### src/rtl/disp_pkg.sv
// disp_pkg: shared types and helpers for the display scan controller.
//   scan_state_t : slot phase (BLANK = outputs dark, DRIVE = digit lit)
//   SEG_OFF      : segment bus value with every segment and dp dark
//   idx_w()      : bit width needed to index `digits` slots (minimum 1)
package disp_pkg;

  typedef enum logic {
    BLANK = 1'b0,
    DRIVE = 1'b1
  } scan_state_t;

  localparam logic [7:0] SEG_OFF = 8'h00;

  function automatic int unsigned idx_w(input int unsigned digits);
    return (digits > 1) ? int'($clog2(digits)) : 1;
  endfunction

endpackage

### src/rtl/displaydigit.sv
// displaydigit: hex nibble to 7-segment decoder, active-high segments.
//   hex : 4-bit value 0..F
//   seg : segments a..g in bits 6..0
module displaydigit (
  input  logic [3:0] hex,
  output logic [6:0] seg
);

  always_comb begin
    seg = 7'h00;
    case (hex)
      4'h0: seg = 7'h7E;
      4'h1: seg = 7'h30;
      4'h2: seg = 7'h6D;
      4'h3: seg = 7'h79;
      4'h4: seg = 7'h33;
      4'h5: seg = 7'h5B;
      4'h6: seg = 7'h5F;
      4'h7: seg = 7'h70;
      4'h8: seg = 7'h7F;
      4'h9: seg = 7'h7B;
      4'hA: seg = 7'h77;
      4'hB: seg = 7'h1F;
      4'hC: seg = 7'h4E;
      4'hD: seg = 7'h3D;
      4'hE: seg = 7'h4F;
      4'hF: seg = 7'h47;
      default: seg = 7'h00;
    endcase
  end

endmodule

### src/rtl/display_scan_ctrl.sv
// display_scan_ctrl: time-multiplexed 7-segment scan controller.
//   clk, rst   : clock, asynchronous active-high reset
//   value      : DIGITS hex nibbles, digit 0 in bits 3:0
//   dp_in      : decimal point per digit
//   load       : strobe capturing value/dp_in (applied at next frame wrap)
//   seg        : segments a..g in bits 7..1, dp in bit 0, active-high
//   an         : one-hot digit enable, all-zero while blanking
//   digit_idx  : current slot index
//   frame_done : high during the last cycle of slot DIGITS-1
// Build option: define DISPLAY_SCAN_LZB_EN for leading-zero blanking.
module display_scan_ctrl
  import disp_pkg::*;
#(
  parameter int unsigned DIGITS    = 4,
  parameter int unsigned TICK_DIV  = 1000,
  parameter int unsigned BLANK_CYC = 16
) (
  input  logic                      clk,
  input  logic                      rst,
  input  logic [4*DIGITS-1:0]       value,
  input  logic [DIGITS-1:0]         dp_in,
  input  logic                      load,
  output logic [7:0]                seg,
  output logic [DIGITS-1:0]         an,
  output logic [idx_w(DIGITS)-1:0]  digit_idx,
  output logic                      frame_done
);

  localparam int unsigned IW = idx_w(DIGITS);
  localparam int unsigned CW = idx_w(TICK_DIV);
  localparam logic [CW-1:0] CNT_LAST = CW'(TICK_DIV - 1);
  localparam logic [CW-1:0] CNT_DRV  = CW'(BLANK_CYC);
  localparam logic [IW-1:0] IDX_LAST = IW'(DIGITS - 1);

  scan_state_t          state, state_n;
  logic [CW-1:0]        cnt, cnt_n;
  logic [IW-1:0]        idx_n;
  logic                 fd_n;
  logic [7:0]           seg_n;
  logic [DIGITS-1:0]    an_n;

  logic [4*DIGITS-1:0]  act_val, pend_val;
  logic [DIGITS-1:0]    act_dp, pend_dp;
  logic                 pend_valid;

  logic [3:0]           nib;
  logic                 dp_sel;
  logic                 blank_sel;
  logic [DIGITS-1:0]    lz;
  logic [6:0]           dec_seg;

  // Next slot position and phase.
  always_comb begin
    cnt_n   = cnt + 1'b1;
    idx_n   = digit_idx;
    state_n = state;
    if (cnt == CNT_LAST) begin
      cnt_n = '0;
      idx_n = (digit_idx == IDX_LAST) ? '0 : digit_idx + 1'b1;
    end
    case (state)
      BLANK:   if (cnt_n == CNT_DRV) state_n = DRIVE;
      DRIVE:   if (cnt == CNT_LAST)  state_n = BLANK;
      default: state_n = BLANK;
    endcase
    fd_n = (cnt_n == CNT_LAST) && (idx_n == IDX_LAST);
  end

`ifdef DISPLAY_SCAN_LZB_EN
  // lz[i]: digits i..DIGITS-1 are all zero; digit 0 is never blanked.
  always_comb begin
    logic all_zero;
    lz       = '0;
    all_zero = 1'b1;
    for (int unsigned i = DIGITS - 1; i >= 1; i--) begin
      all_zero = all_zero & (act_val[4*i +: 4] == 4'h0);
      lz[i]    = all_zero;
    end
  end
`else
  assign lz = '0;
`endif

  // Select the active nibble for the upcoming slot. The active buffer only
  // changes on the wrap, which always enters BLANK, so it is stable whenever
  // its decode reaches the outputs.
  always_comb begin
    nib       = 4'h0;
    dp_sel    = 1'b0;
    blank_sel = 1'b0;
    for (int unsigned i = 0; i < DIGITS; i++) begin
      if (idx_n == IW'(i)) begin
        nib       = act_val[4*i +: 4];
        dp_sel    = act_dp[i];
        blank_sel = lz[i];
      end
    end
  end

  displaydigit u_dec (
    .hex (nib),
    .seg (dec_seg)
  );

  always_comb begin
    seg_n = SEG_OFF;
    an_n  = '0;
    if (state_n == DRIVE) begin
      for (int unsigned i = 0; i < DIGITS; i++) an_n[i] = (idx_n == IW'(i));
      seg_n = {(blank_sel ? 7'h00 : dec_seg), dp_sel};
    end
  end

  always_ff @(posedge clk or posedge rst) begin
    if (rst) begin
      state      <= BLANK;
      cnt        <= '0;
      digit_idx  <= '0;
      frame_done <= 1'b0;
      seg        <= SEG_OFF;
      an         <= '0;
    end else begin
      state      <= state_n;
      cnt        <= cnt_n;
      digit_idx  <= idx_n;
      frame_done <= fd_n;
      seg        <= seg_n;
      an         <= an_n;
    end
  end

  // Double buffer: a load on the wrap cycle bypasses pending straight to
  // active; otherwise pending is promoted on the wrap if it holds data.
  always_ff @(posedge clk or posedge rst) begin
    if (rst) begin
      act_val    <= '0;
      act_dp     <= '0;
      pend_val   <= '0;
      pend_dp    <= '0;
      pend_valid <= 1'b0;
    end else begin
      if (load) begin
        pend_val <= value;
        pend_dp  <= dp_in;
      end
      if (frame_done) begin
        pend_valid <= 1'b0;
        if (load) begin
          act_val <= value;
          act_dp  <= dp_in;
        end else if (pend_valid) begin
          act_val <= pend_val;
          act_dp  <= pend_dp;
        end
      end else if (load) begin
        pend_valid <= 1'b1;
      end
    end
  end

endmodule

### config.mk
export PLATFORM = sky130hd
export DESIGN_NAME = display_scan_ctrl
export DESIGN_NICKNAME = d
export VERILOG_FILES = /design/src/rtl/disp_pkg.sv /design/src/rtl/displaydigit.sv /design/src/rtl/display_scan_ctrl.sv
export SDC_FILE = /design/constraint.sdc
export NUM_CORES = 1
export LEC_CHECK = 0
export ABC_AREA = 1
export ABC_CLOCK_PERIOD_IN_PS = 2700
export CORE_MARGIN = 3
export CORE_UTILIZATION = 53
export CTS_CLUSTER_SIZE = 40
export DETAILED_ROUTE_END_ITERATION = 8
export PLACE_DENSITY = 0.77
export RECOVER_POWER = 100
export SLEW_MARGIN = 20
export SYNTH_ARGS = -nofsm -noshare
export SYNTH_HDL_FRONTEND = slang
export SYNTH_SLANG_ARGS = --single-unit
### constraint.sdc
create_clock -name clk -period 2.7 [get_ports clk]
set_clock_uncertainty 0.2 [all_clocks]
set_input_delay 0.54 -clock clk [delete_from_list [all_inputs] [get_ports clk]]
set_output_delay 0.54 -clock clk [all_outputs]
set_load 0.02 [all_outputs]
==> results of run 1 <==
synth_stat cells (all sizes together):
cell,instances
nor4,1
o221ai,1
nor3,2
nand3,29
ha,6
o21bai,2
nand2,116
a31oi,15
o21ai,12
nor2,59
nand4,5
buf,2
clkbuf,6
inv,34
a21oi,4
dfrtp,67
o31ai,1
a31o,1
nand3b,1
xor2,2
logic make-up after synthesis:
| kind of cell | count (synthesis) | synth area share (%) |
|---|---|---|
| AND/OR/NAND/NOR | 213 | 32.3 |
| flip-flops | 67 | 52.8 |
| buffers and inverters | 42 | 5.12 |
| AO/OA/AOI/OAI | 36 | 6.85 |
| adder cells (fa/ha/maj) | 6 | 2.36 |
| XOR/XNOR | 2 | 0.551 |
per-stage QoR:
step	power [mW]	area (um2)	worst slack, ns
global placement	1.32	3690	0.188
detailed placement	1.33	3690	0.0733
global route	2.10	3870	0.0179
CTS	2.02	3850	0.0580
floorplan	1.23	3180	0.245
finish	2.00	3870	0.198
final cells by class:
cell class                 instances  area, um2  area share (%)
tap                               72       90.1            2.33
sequential                        67       1680            43.3
multi-input combinational        257       1340            34.7
clock inverter                     3       15.0           0.388
clock buffer                      12        145            3.75
inverter                          34        133            3.43
timing repair buffer              50        467            12.1
critical path, cell delays in order (launching register included):
cell,delay [ns]
dfrtp_1,0.38
ha_2,0.22
nand2_2,0.09
nor2_4,0.16
nand3_4,0.13
nand2_2,0.11
nand2_4,0.10
nand3_1,0.10
nand3_2,0.08
nor2_4,0.20
inv_4,0.07
ha_1,0.21
inv_1,0.05
nand2_1,0.04
nand2_1,0.07
nand2_1,0.04
nor2_1,0.08
nor2_1,0.05
power groups by stage:
stage	Combinational [mW]	Clock [mW]	Sequential, mW
after floorplan	0.117	0	1.11
after global placement	0.219	0	1.10
after detailed placement	0.225	0	1.10
after CTS	0.225	0.715	1.08
after global routing	0.245	0.763	1.09
final	0.217	0.700	1.08
per-layer routing:
metal  global-route usage, %  wire (um)  vias up
li1                        -          -     1282
met1                    25.0       2880     1209
met2                    31.0       2960       63
met3                    4.86        283       17
met4                    8.92        139        0
met5                       0          0        -
how the worst max path moves through the flow:
stage | cells past startpoint | endpoint | start
final | 17 | seg[4]$_DFF_PP0_ | cnt[1]$_DFF_PP0_
after detailed placement | 17 | seg[4]$_DFF_PP0_ | cnt[1]$_DFF_PP0_
after global placement | 17 | seg[4]$_DFF_PP0_ | cnt[1]$_DFF_PP0_
after floorplan | 17 | seg[4]$_DFF_PP0_ | cnt[0]$_DFF_PP0_
after global routing | 14 | an[0]$_DFF_PP0_ | cnt[1]$_DFF_PP0_
after CTS | 17 | seg[4]$_DFF_PP0_ | cnt[1]$_DFF_PP0_
placed cells by master (no fill, tap or decap), types with 2 or more instances in the layout:
cell type and count:
nand2_2 6, nand3_2 8, xor2_1 2, nand3_1 20, dlygate4sd3_1 17, buf_4 8, nand4_1 5, nand2_1 103
inv_2 2, ha_1 5, o21bai_1 2, clkbuf_1 5, nor3_1 2, nand2_4 7, dfrtp_1 67, o21ai_1 2
nor2_2 3, nor2_4 6, o21ai_0 9, a21oi_1 4, a31oi_1 15, nor2_1 50, clkdlybuf4s50_1 20, inv_4 2
clkinv_2 3, inv_1 30, clkbuf_8 10
flip-flops by register name, summed over array words and instances (netlist names):
signal      flops
an              4
seg             8
pend_valid      1
cnt            10
state           1
act_val        16
pend_dp         4
digit_idx       2
frame_done      1
pend_val       16
act_dp          4
repair_timing:
item                                    in CTS  in global routing
gates resized for setup                      0                  1
setup buffers                                0                  6
endpoints found under the setup margin       0                  6
==> metrics.csv, run 1 <==
metric,value,unit
Slew Limit Fails,0,
DR pass1 iterations,6,
Switching Share,24.9,%
pwr dens,517,nW/um2
Comb pwr share,10.9,%
Post-Route Utilization,68.6,%
reg2reg setup slack,0.20,ns
first-pass GRT wire length,10900,um
vias per cell,5.19,
worst r2r src,cnt[1]$_DFF_PP0_,
post-route ant nets,0,
worst hold endpoint,pend_val[15]$_DFFE_PP0P_,
Critical Path Fanout Max,9,
Syn Area/Cell,8.68,um2
YS warnings,0,
Die X,83.4,um
First DRT Iteration DRCs,109,
placed wire-length estimate,4590,um
Worst Hold Depth,2,
total nets after synthesis,395,
fin nets,448,
clk_lat worst skew,0.34,ns
Internal,1.50,mW
initial antenna violation count,0,
vias in the first global route,2532,
hold path start,pend_val[15]$_DFFE_PP0P_,
GRT Util Overall,19.5,%
Chip Height,83.4,um
remaining routing DRC violations,0,
Final Setup Violations,0,
Num CTS Buffers,9,
Fmax achieved,0.400,GHz
Area growth syn-to-layout,21.8,%
CTS clock-pin slew for the worst setup and hold paths,0.07,ns
cts hold-fix bufs,0,
RR Endpoint,seg[4]$_DFF_PP0_,
Total Routed Length,6260,um
CTS max path bufs,2,
Synth area leader,dfrtp_1,
DR WL/cell,12.6,um
Fill cells,444,
final count of hold timing violations,0,
Starting Density,56.3,%
worst path required time,2.73,ns
max cap viols,0,
Worst-Margin Slew,0.999,ns
FF-to-FF path depth,17,
fin crit period,2.50,ns
CTS root buf,clkbuf_8,
status,"complete, no violations",
Vias,2571,
Area contributors post-synth,"dfrtp_1, nand2_1, nor2_1",
# IOs,38,
CORE AREA,5640,um2
setup TNS,0,ns
worst hold-check path type,flip-flop to flip-flop,
P_leak,1.89,nW
Min Hold Slack,0.269,ns
Rows,27,
gpl congestion,0.931,
count of state elements after synthesis,67,
"Seq/Total Area, Yosys",52.8,%
relative slew slack,33.4,%
largest net degree at the start of global routing,43,
CTS Sinks,67,
die footprint,6960,um2
Crit Path Class,flip-flop to flip-flop,
CTS tree,yes,
Sw Pwr,0.497,mW
Syn Std Cell Area,3180,um2
clock network power share,35.0,%
Flop pwr share,54.1,%
IO Port Bufs,37,
Yosys top cell area share,52.8,%
H-tree lvl count,3,
layout cells sized above 1,14.4,%
Critical Path Source Type,flip-flop,
RSZ-0062 raised after global routing,no,
Mapped Cells,366,
Max VDD drop,0.000366,V
Yosys cell types,30,
Inserted Diodes,0,
GRT overflow,0,
worst path arrival time,2.53,ns
fin cells,495,
placed insts,474,
crit end category,flip-flop,
final worst-path cycle share,92.7,%
(Power assumes the default switching activity.)
==> inputs of run 2 (changes only) <==
--- a/config.mk
+++ b/config.mk
@@ -7,6 +7,7 @@
 export LEC_CHECK = 0
 export ABC_AREA = 1
 export ABC_CLOCK_PERIOD_IN_PS = 2700
+export CAP_MARGIN = 40
 export CORE_MARGIN = 3
 export CORE_UTILIZATION = 53
 export CTS_CLUSTER_SIZE = 40
==> results of run 2 <==
The final DEF is identical to that of run 1; final timing and power are the same.
==> inputs of run 3 (changes only) <==
--- a/config.mk
+++ b/config.mk
@@ -7,10 +7,10 @@
 export LEC_CHECK = 0
 export ABC_AREA = 1
 export ABC_CLOCK_PERIOD_IN_PS = 2700
-export CAP_MARGIN = 40
+export CAP_MARGIN = 15
 export CORE_MARGIN = 3
 export CORE_UTILIZATION = 53
-export CTS_CLUSTER_SIZE = 40
+export CTS_CLUSTER_SIZE = 14
 export DETAILED_ROUTE_END_ITERATION = 8
 export PLACE_DENSITY = 0.77
 export RECOVER_POWER = 100
==> results of run 3 <==
The final DEF is identical to that of run 1; final timing and power are the same.
